$ cat src/rtl/mem_wb_stage.sv
// -----------------------------------------------------------------------------
// mem_wb_stage
//   Consumer end of the EX/MEM pipeline register. Resolves beq/bne, drives the
//   PC redirect and a timed pipeline flush, and latches the MEM/WB register
//   (write-back data, destination register, RegWrite) together with the
//   architectural Remainder register written by Div. A retired-instruction
//   counter tracks every non-squashed instruction that does architectural work.
//
//   All state changes on the falling edge of Clk (pipeline writing phase);
//   the rising edge belongs to the surrounding read phase.
//
// Parameters
//   FLUSH_CYCLES  cycles FlushRegisters stays high per taken branch (>=1)
//   CNT_W         width of the retired-instruction counter
//
// Ports
//   Clk                   in   clock, state updates on negedge
//   Rst_n                 in   synchronous active-low reset, sampled on negedge
//   BranchTarget_in       in   branch target from EX/MEM
//   Zero_in               in   ALU zero flag from EX/MEM
//   ALU_Result_in         in   ALU result from EX/MEM
//   Remainder_in          in   divider remainder from EX/MEM
//   RegDst_Mux_Result_in  in   destination register from EX/MEM
//   RegWrite_in           in   control: write register file
//   WriteRemainder_in     in   control: write Remainder register (Div)
//   Branch_in             in   control: conditional branch
//   Bne_in                in   control: branch on not-equal (with Branch_in)
//   PCSrc                 out  combinational, 1 = load BranchTarget_out into PC
//   BranchTarget_out      out  combinational pass-through of BranchTarget_in
//   FlushRegisters        out  registered squash of IF/ID, ID/EX, EX/MEM
//   ALU_Result_out        out  MEM/WB write-back data
//   WriteReg_out          out  MEM/WB destination register
//   RegWrite_out          out  MEM/WB register-file write enable
//   Remainder_out         out  architectural Remainder register
//   RetireCount_out       out  count of retired (non-squashed) instructions
// -----------------------------------------------------------------------------
module mem_wb_stage #(
  parameter int unsigned FLUSH_CYCLES = 2,
  parameter int unsigned CNT_W        = 16
) (
  input  logic              Clk,
  input  logic              Rst_n,
  input  logic [31:0]       BranchTarget_in,
  input  logic              Zero_in,
  input  logic [31:0]       ALU_Result_in,
  input  logic [31:0]       Remainder_in,
  input  logic [4:0]        RegDst_Mux_Result_in,
  input  logic              RegWrite_in,
  input  logic              WriteRemainder_in,
  input  logic              Branch_in,
  input  logic              Bne_in,
  output logic              PCSrc,
  output logic [31:0]       BranchTarget_out,
  output logic              FlushRegisters,
  output logic [31:0]       ALU_Result_out,
  output logic [4:0]        WriteReg_out,
  output logic              RegWrite_out,
  output logic [31:0]       Remainder_out,
  output logic [CNT_W-1:0]  RetireCount_out
);

  // state | meaning
  // ------+--------------------------------------------------------------
  // IDLE  | normal flow, EX/MEM slot is a real instruction
  // FLUSH | taken branch in flight, EX/MEM slot is a bubble; flush_cnt
  //       | counts down remaining flush periods, leaves at terminal 0

  typedef enum logic {
    IDLE  = 1'b0,
    FLUSH = 1'b1
  } state_t;

  // Counter only has to hold FLUSH_CYCLES-1; keep at least one bit.
  localparam int unsigned FC_W = (FLUSH_CYCLES > 1) ? $clog2(FLUSH_CYCLES) : 1;
  localparam logic [FC_W-1:0] FLUSH_LOAD = FC_W'(FLUSH_CYCLES - 1);

  state_t          state;
  logic [FC_W-1:0] flush_cnt;

  logic squash;
  logic branch_cond;
  logic taken;
  logic dest_nonzero;
  logic rf_write;
  logic rem_write;
  logic retire;

  // ---------------------------------------------------------------------------
  // Slot qualification and branch resolution
  // ---------------------------------------------------------------------------
  always_comb begin
    squash       = (state == FLUSH);
    // beq takes on Zero, bne takes on ~Zero; Bne without Branch is inert.
    branch_cond  = Zero_in ^ Bne_in;
    taken        = Branch_in & branch_cond & ~squash;
    dest_nonzero = (RegDst_Mux_Result_in != 5'd0);
    // $zero is hard-wired, so writes to it are dropped here rather than in the RF.
    rf_write     = RegWrite_in & ~squash & dest_nonzero;
    rem_write    = WriteRemainder_in & ~squash;
    // A not-taken branch still retires; only bubbles are excluded.
    retire       = ~squash & (RegWrite_in | WriteRemainder_in | Branch_in);
  end

  assign PCSrc            = taken;
  assign BranchTarget_out = BranchTarget_in;

  // ---------------------------------------------------------------------------
  // Flush sequencer: down-counter with terminal-count compare
  // ---------------------------------------------------------------------------
  always_ff @(negedge Clk) begin
    if (!Rst_n) begin
      state          <= IDLE;
      flush_cnt      <= '0;
      FlushRegisters <= 1'b0;
    end else begin
      case (state)
        IDLE: begin
          if (taken) begin
            state          <= FLUSH;
            flush_cnt      <= FLUSH_LOAD;
            FlushRegisters <= 1'b1;
          end
        end
        FLUSH: begin
          // Branches arriving here are already squashed through 'taken'.
          if (flush_cnt == '0) begin
            state          <= IDLE;
            FlushRegisters <= 1'b0;
          end else begin
            flush_cnt <= flush_cnt - FC_W'(1);
          end
        end
        default: begin
          state          <= IDLE;
          flush_cnt      <= '0;
          FlushRegisters <= 1'b0;
        end
      endcase
    end
  end

  // ---------------------------------------------------------------------------
  // MEM/WB register
  // ---------------------------------------------------------------------------
  always_ff @(negedge Clk) begin
    if (!Rst_n) begin
      ALU_Result_out <= '0;
      WriteReg_out   <= '0;
      RegWrite_out   <= 1'b0;
    end else begin
      // Data and destination pass even for bubbles; only the enable is gated.
      ALU_Result_out <= ALU_Result_in;
      WriteReg_out   <= RegDst_Mux_Result_in;
      RegWrite_out   <= rf_write;
    end
  end

  // ---------------------------------------------------------------------------
  // Architectural Remainder register
  // ---------------------------------------------------------------------------
  always_ff @(negedge Clk) begin
    if (!Rst_n) begin
      Remainder_out <= '0;
    end else if (rem_write) begin
      Remainder_out <= Remainder_in;
    end
  end

  // ---------------------------------------------------------------------------
  // Retired-instruction counter, wraps naturally at 2^CNT_W
  // ---------------------------------------------------------------------------
  always_ff @(negedge Clk) begin
    if (!Rst_n) begin
      RetireCount_out <= '0;
    end else if (retire) begin
      RetireCount_out <= RetireCount_out + CNT_W'(1);
    end
  end

endmodule
$ cat config.mk
export PLATFORM = sky130hd
export DESIGN_NAME = mem_wb_stage
export DESIGN_NICKNAME = d
export VERILOG_FILES = /design/src/rtl/mem_wb_stage.sv
export SDC_FILE = /design/constraint.sdc
export NUM_CORES = 1
export LEC_CHECK = 0
export ABC_AREA = 0
export CORE_MARGIN = 2
export CORE_UTILIZATION = 32
export CTS_CLUSTER_SIZE = 28
export DETAILED_ROUTE_END_ITERATION = 8
export HOLD_SLACK_MARGIN = 0.03
export PLACE_DENSITY_LB_ADDON = 0.1
export SETUP_SLACK_MARGIN = 0.1
export SYNTH_ARGS = -nofsm -noshare
export SYNTH_HDL_FRONTEND = slang
export SYNTH_SLANG_ARGS = --single-unit
$ cat constraint.sdc
create_clock -name Clk -period 1.62 [get_ports Clk]
set_clock_uncertainty 0.05 [all_clocks]
set_input_delay 0.405 -clock Clk [delete_from_list [all_inputs] [get_ports Clk]]
set_output_delay 0.405 -clock Clk [all_outputs]
set_load 0.01 [all_outputs]
==> flow_summary_export.csv, run 1 <==
group,metric,value,unit
synth,synth-warning-count,0,
placement,place.detailed.instances,631,
sta,rsz0062_at_grt,"true",
worst_setup_path,ff2ff_setup_slack,-0.31,ns
sta,tightestPinTransition,0.410,ns
power,power_leakage,3.31,nW
outcome,violations,"setup timing",
outcome,run_status,"complete, but fails checks",
sta,max-slew-margin-rel,0.726,
sta,timing.final.setup_violations,137,
floorplan,die-area,11300,um2
detailed_routing,drtPass1Iterations,4,
synth,post_synth_num_cell_types,34,
sta,report.final.slew_viol_count,0,
floorplan,die_outline_width,106,um
cts,h-tree-depth,3,
worst_setup_path,critPathArrivalTime,1.72,ns
synth,synth.avg_cell_area,9.36,um2
worst_setup_path,setup.worst_path.start_class,"flop",
worst_setup_path,endpoint,"PCSrc",
cells_and_area,layout_commonest_cell,"buf_6",
cts,clock_buffer_count_from_cts,9,
floorplan,die_y,106,um
grt,grt_start_max_net_pins,49,
cells_and_area,fin_util,0.667,
placement,place_area,5220,um2
grt,grt-ovfl-total,0,
synth,syn_inst,358,
cts,clk-insertion-delay-late,0.41,ns
synth,share_of_the_yosys_chip_area_belonging_to_registers,0.532,
floorplan,placementRows,37,
cts,cts_tree,"built",
detailed_routing,avgViaCountPerCell,4.40,
floorplan,placeableCoreArea,10200,um2
sta,fin_hold_ws,0.399,ns
sta,final-hold-violation-count,0,
cells_and_area,drive_above_1_share,0.539,
floorplan,io-pin-count,228,
grt,grt.total_usage,0.174,
cts,cts_sinks,89,
floorplan,starting_density_of_the_core,0.328,
worst_setup_path,cp-startpoint,"squash$_SDFF_NN0_",
worst_setup_path,worst_setup_path_class,"reg2out",
cells_and_area,stdcell_count,770,
synth,post_synth_instance_area,3350,um2
worst_setup_path,worst-endpoint-required,1.16,ns
grt,antenna_violations_before_repair,1,
grt,first_global_vias,3521,
power,power.total,5.97,mW
cts,cts_buffer_depth,2,
sta,setup_ws,-0.553,ns
cells_and_area,finish.net_count,737,
worst_hold_path,hp-class,"reg2reg",
worst_setup_path,timing.rr.end,"RetireCount_out[10]$_SDFFE_NN0P_",
placement,port_buffers,163,
detailed_routing,drcViolationCount,0,
placement,place_worst_setup_slack,-1.39,ns
cts,cts-hold-fix-buffers,0,
cells_and_area,post-route-cell-area,6820,um2
cts,clockRootBuffer,"clkbuf_8",
detailed_routing,drt_first_iter_violations,100,
detailed_routing,detailroute.via_count,3390,
placement,finalWeightedCongestion,0.729,
grt,first_pass_grt_wire_length,15500,um
worst_setup_path,r2r-start,"RetireCount_out[1]$_SDFFE_NN0P_",
detailed_routing,route.detailed.wl_per_inst,13.8,um
sta,timing.setup.tns,-51.28,ns
detailed_routing,drt-total-wl,10600,um
placement,dp_hpwl,5840,um
cells_and_area,area_growth,104,%
synth,yosys_register_bits,89,
power,power-per-cell-area,876,nW/um2
cells_and_area,most_frequent_cells_in_the_layout,"101 x buf_6, 89 x inv_1, 78 x dfxtp_2",
worst_setup_path,crit_path_end_kind,"output port",
synth,postSynthNetCount,467,
detailed_routing,postRouteAntennaNets,0,
worst_setup_path,path_max_fanout,2,
job,maxCapViolations,0,
power,irDropWorstVdd,0.448,mV
cts,clkTransAtPathRegs,0.03,ns
worst_setup_path,reg2regPathDepth,8,
synth_stat cells:
library cell   n  share of area
nand2_1       77          0.086
and2_1        45          0.084
buf_4         32          0.072
nand3b_1       2         0.0045
nand4_1        3         0.0056
a21boi_0      34          0.076
o21ai_0        3         0.0045
nand2b_1       7          0.013
clkbuf_1      18          0.020
nor3_1         3         0.0045
buf_2          1         0.0015
ha_1           1         0.0037
nor3b_1        2         0.0045
o31ai_1        1         0.0022
xnor2_1        1         0.0026
or4_1          1         0.0022
nor2b_1        2         0.0037
a21boi_1       1         0.0022
nand3_1        4         0.0060
nor3_2         1         0.0030
o211ai_1       2         0.0045
or3_1          2         0.0037
nor2_1         4         0.0045
dfxtp_1       89           0.53
inv_1          1         0.0011
mux2i_1        5          0.015
nor4b_1        1         0.0026
and4_1         1         0.0026
or4b_1         2         0.0060
a21oi_1        3         0.0045
xor2_1         6          0.016
o21a_1         1         0.0022
and3_1         1         0.0019
nor4_1         1         0.0019
metal layers:
layer,global-route usage,vias up,share of wire
met1,0.180,1592,0.40
met2,0.282,113,0.52
li1,-,1670,-
met3,0.0822,15,0.066
met4,0.112,0,0.015
met5,0,-,0
timing repair:
item,4_1_cts,5_1_grt
gates cloned,7,2
pin swaps,46,58
setup buffers,19,10
gates resized for setup,538,92
hold endpoints to repair,0,0
endpoints found under the setup margin,146,145
final cells by class:
type / instances / area, um2
clock buffers: 9 / 124
diodes: 1 / 2.50
well taps: 136 / 170
fillers: 842 / 3410
multi-input cells: 217 / 1710
flip-flops and latches: 89 / 1920
clock inverters: 96 / 422
repair buffers: 222 / 2470
state kept, by name, indices dropped and copies added, names as in the netlist:
register         flops
ALU_Result_out      32
Remainder_out       32
RetireCount_out     16
WriteReg_out         5
FlushRegisters       1
RegWrite_out         1
flush_cnt            1
squash               1
worst max-delay path, stage by stage (launching register included):
cell     delay [ns]
dfxtp_2        0.32
nor2_4         0.09
buf_6          0.11
cell families (layout without fill, tap and decap cells):
logic type | Yosys count | in the layout | share of synthesized area
AO/OA/AOI/OAI | 45 | 45 | 0.0963
XOR/XNOR | 7 | 7 | 0.0183
adder cells (fa/ha/maj) | 1 | 1 | 0.00373
buffers and inverters | 52 | 327 | 0.0945
flip-flops | 89 | 89 | 0.532
multiplexers | 5 | 5 | 0.0149
other | 0 | 1 | 0
AND/OR/NAND/NOR | 159 | 159 | 0.240
report_power, final:
part	total [mW]	internal (mW)	switching, mW
Combinational	1.07	0.665	0.407
Clock	2.50	1.04	1.46
Sequential	2.40	2.33	0.0740
worst min-delay path by stage:
stage | to | slack [ns] | cells after the start | startpoint
2_1_floorplan | Remainder_out[0]$_SDFFE_NN0P_ | 0.41 | 2 | Remainder_out[0]$_SDFFE_NN0P_
3_3_place_gp | Remainder_out[31]$_SDFFE_NN0P_ | 0.39 | 2 | Remainder_out[31]$_SDFFE_NN0P_
3_5_place_dp | Remainder_out[12]$_SDFFE_NN0P_ | 0.39 | 2 | Remainder_out[12]$_SDFFE_NN0P_
4_1_cts | Remainder_out[19]$_SDFFE_NN0P_ | 0.40 | 2 | Remainder_out[19]$_SDFFE_NN0P_
5_1_grt | Remainder_out[7]$_SDFFE_NN0P_ | 0.41 | 2 | Remainder_out[7]$_SDFFE_NN0P_
6_report | Remainder_out[15]$_SDFFE_NN0P_ | 0.40 | 2 | Remainder_out[15]$_SDFFE_NN0P_
(Power assumes the default switching activity.)
==> inputs of run 2 (changes only) <==
==> constraint.sdc (replaced) <==
create_clock -name Clk -period 1.62 [get_ports Clk]
set_clock_uncertainty 0.05 [all_clocks]
set_input_delay 0.405 -clock Clk [delete_from_list [all_inputs] [get_ports Clk]]
set_output_delay 0.405 -clock Clk [all_outputs]
set_load 0.05 [all_outputs]
==> flow_summary_export.csv, run 2 (synthesis gave the netlist of run 1 again) <==
group,metric,value,unit
cts,clock_buffer_count_from_cts,9,
cells_and_area,antenna-diode-count,0,
worst_hold_path,hp-class,"reg2reg",
sta,tightestPinTransition,0.320,ns
placement,finalWeightedCongestion,0.751,
worst_setup_path,critPathArrivalTime,1.86,ns
worst_setup_path,crit_path_end_kind,"output port",
grt,grt-ovfl-total,0,
worst_setup_path,setup.worst_path.start_class,"flop",
floorplan,die-area,11300,um2
power,irDropWorstVdd,0.482,mV
sta,max-slew-margin-rel,0.786,
placement,port_buffers,163,
grt,global_route.usage.met1,0.202,
sta,rsz0062_at_grt,"true",
sta,report.final.slew_viol_count,0,
floorplan,starting_density_of_the_core,0.328,
detailed_routing,drcViolationCount,0,
grt,first_global_vias,3649,
detailed_routing,avgViaCountPerCell,4.43,
cells_and_area,most_frequent_cells_in_the_layout,"91 x inv_1, 91 x buf_12, 85 x dfxtp_4",
cells_and_area,reg_top3,"ALU_Result_out (32), Remainder_out (32), RetireCount_out (16)",
cts,clockRootBuffer,"clkbuf_8",
cells_and_area,drive_above_1_share,0.502,
power,power_leakage,3.39,nW
cts,cts_tree,"built",
outcome,violations,"setup timing",
floorplan,die_y,106,um
cts,h-tree-depth,3,
placement,dp_hpwl,6610,um
worst_setup_path,worst_setup_path_class,"reg2out",
detailed_routing,route.detailed.wl_per_inst,14.5,um
grt,grt.met2_usage,0.312,
worst_setup_path,worst-endpoint-required,1.16,ns
detailed_routing,drtPass1Iterations,6,
detailed_routing,postRouteAntennaNets,0,
outcome,run_status,"complete, but fails checks",
sta,setup_ws,-0.696,ns
cells_and_area,finish.net_count,725,
cells_and_area,fin_util,0.729,
grt,globalRouteMet3Util,0.0828,
cts,clkTransAtPathRegs,0.04,ns
sta,fin_hold_ws,0.432,ns
detailed_routing,drt_first_iter_violations,75,
detailed_routing,detailroute.via_count,3351,
sta,timing.final.setup_violations,135,
cells_and_area,area_growth,123,%
grt,grt.total_usage,0.192,
cts,cts_buffer_depth,2,
grt,first_pass_grt_wire_length,16900,um
cts,clk-insertion-delay-late,0.42,ns
floorplan,placeableCoreArea,10200,um2
grt,gr-max-usage-layer,"met2",
detailed_routing,drt-total-wl,11000,um
power,power-per-cell-area,823,nW/um2
job,maxCapViolations,0,
cts,cts_sinks,89,
floorplan,die_outline_width,106,um
grt,antenna_violations_before_repair,0,
worst_setup_path,path_max_fanout,2,
floorplan,placementRows,37,
grt,grt_start_max_net_pins,31,
sta,final-hold-violation-count,0,
floorplan,io-pin-count,228,
## run 2: worst paths after layout
kind | start | to | slack, ns | cells after the start
hold reg to reg | Remainder_out[8]$_SDFFE_NN0P_ | Remainder_out[8]$_SDFFE_NN0P_ | 0.43 | 2
setup reg to reg | RetireCount_out[0]$_SDFFE_NN0P_ | RetireCount_out[10]$_SDFFE_NN0P_ | -0.20 | 6
setup / recovery | squash$_SDFF_NN0_ | PCSrc | -0.70 | 3
hold / removal | Remainder_out[8]$_SDFFE_NN0P_ | Remainder_out[8]$_SDFFE_NN0P_ | 0.43 | 2
## run 2: layout make-up
cell class | instances | area, um2
Sequential cell | 89 | 2100
Clock buffer | 9 | 124
Clock inverter | 96 | 377
Tap cell | 136 | 170
Multi-Input combinational cell | 217 | 1620
Timing Repair Buffer | 210 | 3070
Fill cell | 717 | 2770
## run 2: metal layers
metal  wire, um  vias to the layer above
met3        710                       30
met4        226                        0
li1           -                     1652
met1       4320                     1546
met5          0                        -
met2       5730                      123
## run 2: timing repair
action                     4_1_cts  5_1_grt
buffers inserted                10        3
pin swaps                       22       58
gates cloned                     6        1
gates resized for setup         87       77
setup endpoints to repair      149      143
hold buffers                     0        0
## run 2: critical path, stage by stage (launching register included)
cell and delay (ns):
dfxtp_2 0.32, nor2_4 0.09, buf_6 0.11, buf_12 0.12
## run 2: power breakdown
group | total, mW | switching, mW | internal, mW
sequential | 2.37 | 0.108 | 2.26
combinational | 1.55 | 0.726 | 0.822
clock | 2.22 | 1.38 | 0.841
## run 2: through the flow
step | instance area, um2 | total power [mW] | worst slack, ns | setup TNS [ns] | cells
floorplan | 3840 | 3.53 | -0.742 | -28.45 | 358
global placement | 6310 | 4.07 | -1.36 | -70.65 | 635
detailed placement | 6310 | 4.08 | -1.40 | -72.17 | 635
CTS | 7170 | 6.19 | -0.721 | -53.30 | 755
global route | 7460 | 6.63 | -0.754 | -57.17 | 757
finish | 7460 | 6.14 | -0.696 | -52.64 | 757
==> inputs of run 3 (changes only) <==
--- a/config.mk
+++ b/config.mk
@@ -13,6 +13,7 @@
 export HOLD_SLACK_MARGIN = 0.03
 export PLACE_DENSITY_LB_ADDON = 0.1
 export SETUP_SLACK_MARGIN = 0.1
+export SLEW_MARGIN = 25
 export SYNTH_ARGS = -nofsm -noshare
 export SYNTH_HDL_FRONTEND = slang
 export SYNTH_SLANG_ARGS = --single-unit
==> results of run 3 <==
Same layout as run 2: the final DEF is identical, and so are final timing and power.
